[config.mk]
export PLATFORM = sky130hd
export DESIGN_NAME = mem_req_ctrl
export DESIGN_NICKNAME = d
export VERILOG_FILES = /design/src/rtl/mem_ctrl_pkg.sv /design/src/rtl/mem_req_ctrl_rsp_fifo.sv /design/src/rtl/mem_req_ctrl.sv
export SDC_FILE = /design/constraint.sdc
export NUM_CORES = 1
export LEC_CHECK = 0
export CORE_ASPECT_RATIO = 1.4
export CORE_MARGIN = 5
export CORE_UTILIZATION = 45
export DETAILED_ROUTE_END_ITERATION = 10
export DONT_BUFFER_PORTS = 1
export GPL_ROUTABILITY_DRIVEN = 0
export GPL_TIMING_DRIVEN = 1
export MAX_ROUTING_LAYER = met4
export PLACE_DENSITY = 0.65
export SLEW_MARGIN = 10
export SYNTH_ARGS = -nofsm -noshare
export SYNTH_HDL_FRONTEND = slang
export SYNTH_SLANG_ARGS = --single-unit
[constraint.sdc]
create_clock -name CLK -period 1.93 [get_ports CLK]
set_input_delay 0.193 -clock CLK [delete_from_list [all_inputs] [get_ports CLK]]
set_output_delay 0.193 -clock CLK [all_outputs]
set_load 0.01 [all_outputs]
[src/rtl/mem_ctrl_pkg.sv]
// Shared types and defaults for the RAM request front-end.
package mem_ctrl_pkg;

    typedef enum logic [1:0] {
        BOOT  = 2'd0,
        CLEAR = 2'd1,
        RUN   = 2'd2,
        DRAIN = 2'd3
    } ctrl_state_t;

    localparam int DEF_ADDR_W = 8;
    localparam int DEF_DATA_W = 8;

    // Pointer width for a power-of-two buffer depth.
    function automatic int rsp_clog2(input int depth);
        int w;
        w = 0;
        while ((1 << w) < depth) begin
            w++;
        end
        return w;
    endfunction

endpackage

[src/rtl/mem_req_ctrl_rsp_fifo.sv]
// Synchronous FIFO holding read responses until the consumer takes them.
module rsp_fifo
    import mem_ctrl_pkg::*;
#(
    parameter int DATA_W = DEF_DATA_W,
    parameter int DEPTH  = 4,
    localparam int PTR_W = rsp_clog2(DEPTH)
) (
    input  logic              CLK,
    input  logic              RST_X,
    input  logic              push,
    input  logic [DATA_W-1:0] din,
    input  logic              pop,
    output logic [DATA_W-1:0] dout,
    output logic [PTR_W:0]    count,
    output logic              empty
);

    localparam logic [PTR_W:0] FULL_CNT = (PTR_W + 1)'(DEPTH);

    logic [DATA_W-1:0] mem [DEPTH];
    logic [PTR_W-1:0]  wr_ptr;
    logic [PTR_W-1:0]  rd_ptr;
    logic              do_push;
    logic              do_pop;

    assign empty   = (count == '0);
    assign do_pop  = pop && !empty;
    assign do_push = push && ((count != FULL_CNT) || do_pop);
    assign dout    = mem[rd_ptr];

    always_ff @(posedge CLK) begin
        if (do_push) begin
            mem[wr_ptr] <= din;
        end
    end

    always_ff @(posedge CLK or negedge RST_X) begin
        if (!RST_X) begin
            wr_ptr <= '0;
            rd_ptr <= '0;
            count  <= '0;
        end else begin
            if (do_push) begin
                wr_ptr <= wr_ptr + 1'b1;
            end
            if (do_pop) begin
                rd_ptr <= rd_ptr + 1'b1;
            end
            case ({do_push, do_pop})
                2'b10:   count <= count + 1'b1;
                2'b01:   count <= count - 1'b1;
                default: ;
            endcase
        end
    end

endmodule

[src/rtl/mem_req_ctrl.sv]
// Front-end for the single-port sync RAM: post-reset/on-demand clear sweep,
// request pass-through onto the RAM pins and an ordered read-response buffer.
//
// state | meaning
// BOOT  | one idle cycle after reset so mem_we stays low
// CLEAR | writing INIT_VAL to addresses 0..DEPTH-1
// RUN   | servicing read/write requests
// DRAIN | clear requested; waiting for outstanding reads to be consumed
module mem_req_ctrl
    import mem_ctrl_pkg::*;
#(
    parameter int                ADDR_W    = DEF_ADDR_W,
    parameter int                DATA_W    = DEF_DATA_W,
    parameter int                DEPTH     = 256,
    parameter logic [DATA_W-1:0] INIT_VAL  = '0,
    parameter int                RSP_DEPTH = 4
) (
    input  logic              CLK,
    input  logic              RST_X,
    input  logic              req_valid,
    output logic              req_ready,
    input  logic              req_we,
    input  logic [ADDR_W-1:0] req_addr,
    input  logic [DATA_W-1:0] req_wdata,
    output logic              rsp_valid,
    input  logic              rsp_ready,
    output logic [DATA_W-1:0] rsp_data,
    input  logic              clr_req,
    output logic              init_done,
    output logic [ADDR_W-1:0] mem_addr,
    output logic              mem_we,
    output logic [DATA_W-1:0] mem_d,
    input  logic [DATA_W-1:0] mem_q
);

    localparam int              CNT_W     = rsp_clog2(RSP_DEPTH) + 1;
    localparam logic [ADDR_W:0] LAST_ADDR = (ADDR_W + 1)'(DEPTH - 1);
    localparam logic [CNT_W:0]  RSP_LIM   = (CNT_W + 1)'(RSP_DEPTH);

    ctrl_state_t       state;
    logic [ADDR_W:0]   clr_cnt;
    logic              inflight;
    logic              clr_pend;
    logic [CNT_W-1:0]  fifo_count;
    logic              fifo_empty;
    logic [CNT_W:0]    occupancy;
    logic              rd_room;
    logic              run_ready;
    logic              accept_rd;

    // Buffered plus in-RAM reads: both registered, so no path from rsp_ready.
    assign occupancy = {1'b0, fifo_count} + {{CNT_W{1'b0}}, inflight};
    assign rd_room   = occupancy < RSP_LIM;
    assign run_ready = (state == RUN) && !clr_pend && (req_we || rd_room);
    assign req_ready = run_ready;
    assign accept_rd = req_valid && run_ready && !req_we;

    always_comb begin
        mem_we   = 1'b0;
        mem_addr = req_addr;
        mem_d    = req_wdata;
        case (state)
            CLEAR: begin
                mem_we   = 1'b1;
                mem_addr = clr_cnt[ADDR_W-1:0];
                mem_d    = INIT_VAL;
            end
            RUN:     mem_we = req_valid && run_ready && req_we;
            default: ;
        endcase
    end

    always_ff @(posedge CLK or negedge RST_X) begin
        if (!RST_X) begin
            state     <= BOOT;
            clr_cnt   <= '0;
            inflight  <= 1'b0;
            clr_pend  <= 1'b0;
            init_done <= 1'b0;
        end else begin
            inflight <= accept_rd;
            case (state)
                BOOT: begin
                    state   <= CLEAR;
                    clr_cnt <= '0;
                end
                CLEAR: begin
                    if (clr_cnt == LAST_ADDR) begin
                        state     <= RUN;
                        init_done <= 1'b1;
                        clr_cnt   <= '0;
                    end else begin
                        clr_cnt <= clr_cnt + 1'b1;
                    end
                end
                RUN: begin
                    if (clr_req) begin
                        clr_pend  <= 1'b1;
                        init_done <= 1'b0;
                        state     <= DRAIN;
                    end
                end
                DRAIN: begin
                    if (!inflight && fifo_empty) begin
                        state    <= CLEAR;
                        clr_cnt  <= '0;
                        clr_pend <= 1'b0;
                    end
                end
                default: state <= BOOT;
            endcase
        end
    end

    // RAM Q reflects the address accepted last cycle; capture it then.
    rsp_fifo #(
        .DATA_W (DATA_W),
        .DEPTH  (RSP_DEPTH)
    ) u_rsp_fifo (
        .CLK   (CLK),
        .RST_X (RST_X),
        .push  (inflight),
        .din   (mem_q),
        .pop   (rsp_ready),
        .dout  (rsp_data),
        .count (fifo_count),
        .empty (fifo_empty)
    );

    assign rsp_valid = !fifo_empty;

endmodule
; ---- Yosys cells after proc, flatten, opt, wreduce, memory -nomap -nowiden
; Memory sizes are Yosys's and may differ from the RTL's.
; Index checks and enable logic that the tools add are counted.
[word_totals]
reg_bits = 21
memories = 1
ramBits = 32
inputBits = 30
[classes]
muxes = 19
add_sub_neg = 6
n_eq_ne = 10
order_cmp = 1
n_reduce_logical = 24
[mem_list]
columns = memory, depth, word_bits, read_ports, rd_clocked_by_memory_dff, wr, line_no
row1 = u_rsp_fifo.mem, 4, 8, 1, 0, 1, mem_req_ctrl_rsp_fifo.sv:21  ; logic [DATA_W-1:0] mem [DEPTH];
[op_table]
columns = op, n
row1 = 9-bit case mux with 3 select lines, 1
row2 = 9-bit two-way mux, 2
row3 = 8-bit two-way mux, 2
row4 = 9-bit by 1-bit adder with 9-bit output (second input constant), 1
row5 = 9-bit by 8-bit == test with 1-bit output (second input constant), 1
row6 = 3-bit AND reduction, 3
row7 = 1-bit logical AND, 8
row8 = 2-bit case mux with 4 select lines, 1
row9 = 2-bit == test (second input constant), 3
row10 = 1-bit two-way mux, 6
row11 = 2-bit two-way mux, 3
row12 = 2-bit != test (second input constant), 3
row13 = 1-bit case mux with 2 select lines, 3
row14 = 3-bit case mux with 2 select lines, 1
row15 = 2-bit nonzero test, 3
row16 = 2-bit by 1-bit adder with 2-bit output (second input constant), 2
row17 = 3-bit by 1-bit adder with 4-bit output, 1
row18 = 2-bit by 1-bit == test with 1-bit output (second input constant), 2
row19 = 1-bit zero test, 4
row20 = 4-bit by 3-bit < comparator with 1-bit output (second input constant), 1
row21 = 3-bit by 1-bit adder with 3-bit output (second input constant), 1
row22 = 3-bit zero test, 1
row23 = 3-bit != test (second input constant), 1
row24 = 3-bit nonzero test, 1
row25 = other kinds (4), 5

; ---- Longest topological paths before layout
[depth]
word_depth = 7
mapped_depth = 7
ltp_nobuf = 7

; ---- By module
; From an unflattened synthesis, not the netlist that was laid out.
[hier_totals]
hier_cells = 192
hier_area_um2 = 2591.2
[modules_own_cells]
columns = module, seq_area_each_um2, area_per_inst_um2, instances, cells_each
row1 = rsp_fifo, 1136.1, 1654.1, 1, 93
row2 = mem_req_ctrl, 350.3, 937.1, 1, 99

; ---- Worst setup path after synthesis
; OpenSTA, ideal clock, no wires.
[synth_path]
path_type = register -> register
from = reg u_rsp_fifo.count[0]
to = reg u_rsp_fifo.count[2]
slack_ns = 0.254
period_less_slack_ns = 1.676
t_required_ns = 1.850
n_path_buf = 0
arrival_time_ns = 1.596
stages_incl_launch_ff = 8
path_cell_list = dfrtp_1 -> o31ai_2 -> or2_2 -> fa_1 -> inv_1 -> nor3_1 -> a31oi_1 -> xnor2_1
[synth_via]
elab_chain_len = 7
word_cells_on_any_way = 12
classes_between = add/sub (2) / eq/ne (3) / mux (1) / reduce/logical (6)
[synth_lines]
columns = element, line_no
row1 = "start, declared", mem_req_ctrl_rsp_fifo.sv:15  ; output logic [PTR_W:0] count,
row2 = "start signal, assigned", mem_req_ctrl_rsp_fifo.sv:51  ; 2'b10: count <= count + 1'b1;
row3 = "start signal, assigned", mem_req_ctrl_rsp_fifo.sv:52  ; 2'b01: count <= count - 1'b1;
row4 = 3-bit zero test, mem_req_ctrl_rsp_fifo.sv:27  ; assign empty = (count == '0);
row5 = 1-bit zero test, mem_req_ctrl_rsp_fifo.sv:28  ; assign do_pop = pop && !empty;
row6 = 1-bit logical AND, mem_req_ctrl_rsp_fifo.sv:28
row7 = 1-bit logical OR, mem_req_ctrl_rsp_fifo.sv:29  ; assign do_push = push && ((count != FULL_CNT) || do_pop);
row8 = 1-bit logical AND, mem_req_ctrl_rsp_fifo.sv:29
row9 = 2-bit by 1-bit == test with 1-bit output / 2-bit == test (equally long branches), mem_req_ctrl_rsp_fifo.sv:50  ; case ({do_push, do_pop})
row10 = 3-bit case mux with 2 select lines / 2-bit nonzero test (equally long branches), n/a
; Parallel ways exist; a longest one is shown, timed or not.
; A chain may end at the register's enable or synchronous reset.

; ---- Final worst setup path
[layout_path]
from = reg u_rsp_fifo.count[2]
to = reg u_rsp_fifo.count[2]
; The elaborated chain is that of the path after synthesis.

==> results.ini <==
[floorplanning]
dieArea_mm2 = 0.00723
io_pins = 58
core_area_mm2 = 0.00549
die_width_um = 73.3
die_y_um = 98.7
num_rows = 32
start_util_pct = 46.1

[synthesis]
synth-simple-area-share_pct = 9.86
synth_cells = 178
synth_area_mm2 = 0.00253
synthMuxAreaShare_pct = 12.0
synth_top_family_by_area = multiplexers
async_reset_ff_share_pct = 39.6
ys.flop_type = edfxtp_1
synth_cell_type_count = 39
ys_ff_latch = 53
yosys_warnings = 0
synth_xor_area_share_pct = 1.73
synth_compound_area_share_pct = 9.26
synth.net_count = 218
syn_area_per_cell_um2 = 14.2
synthAdderAreaFrac_pct = 5.25
synth_seq_area_share_pct = 58.8
synth_edf_count = 32

[cells_and_area]
layout_common_cells = edfxtp_1, dfrtp_1, inv_1
final_net_count = 232
multi_input_area_um2 = 978
diodes = 0
area_delta_synth_final_pct = 11.0
drive_above_1_share_pct = 18.1
fillers = 451
finalNonFillerCells = 261
seqCellArea_mm2 = 0.00149
layout_commonest_cell = edfxtp_1

[worst_setup_path]
cpPeakStageDelay_ns = 0.49
required_ns = 2.15
critPathArrivalTime_ns = 2.05
cp-start-kind = register
critPathCapture = u_rsp_fifo.count[2]$_DFFE_PN0P_
critPathTopFamily = flip-flops
r2r_slack_ns = 0.10
crit_slowest_cell = dfrtp_1
critPathBufInv = 1
cp_cell_sequence = o31ai_4 -> or2_2 -> fa_1 -> inv_1 -> nor3_1 -> a31oi_1 -> xnor2_1
cp_num_cells = 7
endpoint_kind = register
reg2reg_depth = 7
reg2reg_to = u_rsp_fifo.count[2]$_DFFE_PN0P_
crit_start = u_rsp_fifo.count[2]$_DFFE_PN0P_
setup.worst_path.class = register to register
path_max_fanout = 5
reg2reg_from = u_rsp_fifo.count[2]$_DFFE_PN0P_

[timing]
fmax_mhz = 547
layout_setup_ws_ns = 0.102
fin_setup_tns_ns = 0
rsz0062_at_grt = false
fin_crit_sh_pct = 94.7
max-slew-margin-rel_pct = 35.5
finalSetupViolCount = 0
fin_skew_ns = 0.00319
hold_slack_ns = 0.0549
tightestPinTransition_ns = 0.964
slew_violations = 0
fin_crit_ns = 1.83
finalHoldViolCount = 0

[global_routing]
gr-total-overflow = 0
grt_pass1_wl_um = 7600
grt_pass1_vias = 1600
gr-usage-all-layers_pct = 13.9
grt_max_degree = 25
antenna_found_initial = 0

[clock_tree]
clk_latency_ns = 0.30
numClockSinks = 53
root_buffer = clkbuf_8
ctsHtreeMaxLevel = 2
ctsLongestPathBuffers = 2
cts_tree = yes
clk_pin_slew_worst_paths_ns = 0.09
cts_inserted_buffers = 5

[drt]
viasPerCell = 5.51
drtIter0Drc = 94
postRouteAntennaNets = 0
routed_wl_um = 4580
wl_per_cell_um = 17.5
via_count = 1438
drc = 0
dr.pass1.iters = 4

[status]
status = complete, no violations

[pwr]
p_leak_nw = 1.08
vdd_drop_max_v = 0.000809
p_per_area_mw_per_mm2 = 1300

[placement]
placed_cells = 244
dpl.hpwl_um = 3570
post-place-ws_ns = 0.0975
portBuffers = 0

[hold_path]
hold_class = input port to register

[job]
maxCapViolations = 0

-- state kept, by name, indices dropped and copies added, names as in the netlist --
signal,flops
init_done,1
state,2
clr_pend,1
u_rsp_fifo.count,3
u_rsp_fifo.mem,32
inflight,1
u_rsp_fifo.wr_ptr,2
u_rsp_fifo.rd_ptr,2
clr_cnt,9
-- logic make-up (layout without fill, tap and decap cells) --
group,Yosys count,in the layout
fa+ha+maj,10,10
compound gates,31,31
buf+inv,18,33
mux,19,19
flops,53,53
xor+xnor,5,5
simple gates,42,42
-- stage by stage --
stage	area (um^2)	utilization, %	power (mW)
6_report	2800	51.1	3.65
5_1_grt	2800	51.1	3.93
4_1_cts	2780	50.8	3.66
3_5_place_dp	2610	47.5	3.03
3_3_place_gp	2610	47.5	2.95
2_1_floorplan	2530	-	2.77
-- cell usage after synthesis, types with 2 or more instances --
master / instances / area share, %
xnor2_1: 5 / 1.7
edfxtp_1: 32 / 38
and2_1: 4 / 0.99
o2bb2ai_1: 2 / 0.69
o21ai_0: 6 / 1.2
a21oi_1: 8 / 1.6
inv_1: 13 / 1.9
mux2i_1: 3 / 1.2
nand2_1: 7 / 1.0
mux4_2: 8 / 7.1
a22o_1: 4 / 1.4
nand3_1: 6 / 1.2
o41a_1: 2 / 0.89
clkbuf_1: 3 / 0.45
ha_1: 9 / 4.5
and3_1: 2 / 0.50
a31oi_1: 2 / 0.50
dfrtp_1: 21 / 21
mux2_2: 7 / 3.1
nor2b_1: 11 / 2.7
nor2_1: 5 / 0.74
-- power breakdown --
part	switching [mW]	total [mW]	internal [mW]
logic	0.841	1.49	0.647
clock network	0.340	0.596	0.256
registers	0.207	1.57	1.36
total	1.39	3.65	2.27
-- layout make-up --
| type | instances | share of cell area, % |
|---|---|---|
| Clock buffer | 6 | 2.59 |
| Sequential cell | 53 | 53.1 |
| Tap cell | 68 | 3.03 |
| Clock inverter | 2 | 0.535 |
| Multi-Input combinational cell | 107 | 34.9 |
| Timing Repair Buffer | 12 | 4.15 |
| Inverter | 13 | 1.74 |
-- worst min-delay path by stage --
stage / end / startpoint / slack (ns) / cells after the start
2_1_floorplan: clr_cnt[0]$_DFFE_PN0P_ / RST_X / -0.10 / 0
3_3_place_gp: clr_cnt[6]$_DFFE_PN0P_ / RST_X / -0.10 / 0
3_5_place_dp: clr_cnt[8]$_DFFE_PN0P_ / RST_X / -0.10 / 0
4_1_cts: inflight$_DFF_PN0_ / req_valid / 0.05 / 1
5_1_grt: inflight$_DFF_PN0_ / req_valid / 0.04 / 1
6_report: u_rsp_fifo.rd_ptr[0]$_DFFE_PN0N_ / rsp_ready / 0.05 / 2
-- per-layer routing --
layer	track usage, %	wire length [um]
met2	23.5	2550
met5	-	0
met4	5.02	44
met1	15.4	1730
met3	3.78	253
-- what timing repair did --
action	in CTS	in global routing
endpoints found under the setup margin	0	9
endpoints found under the hold margin	53	0
hold buffers	9	0
gates resized for setup	0	5
buffers inserted	0	0
-- worst reg2reg max path: stages (launching register included) --
cell and delay (ns):
dfrtp_1 0.49, o31ai_4 0.11, or2_2 0.31, fa_1 0.37, inv_1 0.08, nor3_1 0.05, a31oi_1 0.19, xnor2_1 0.15
(Power assumes the default switching activity.)
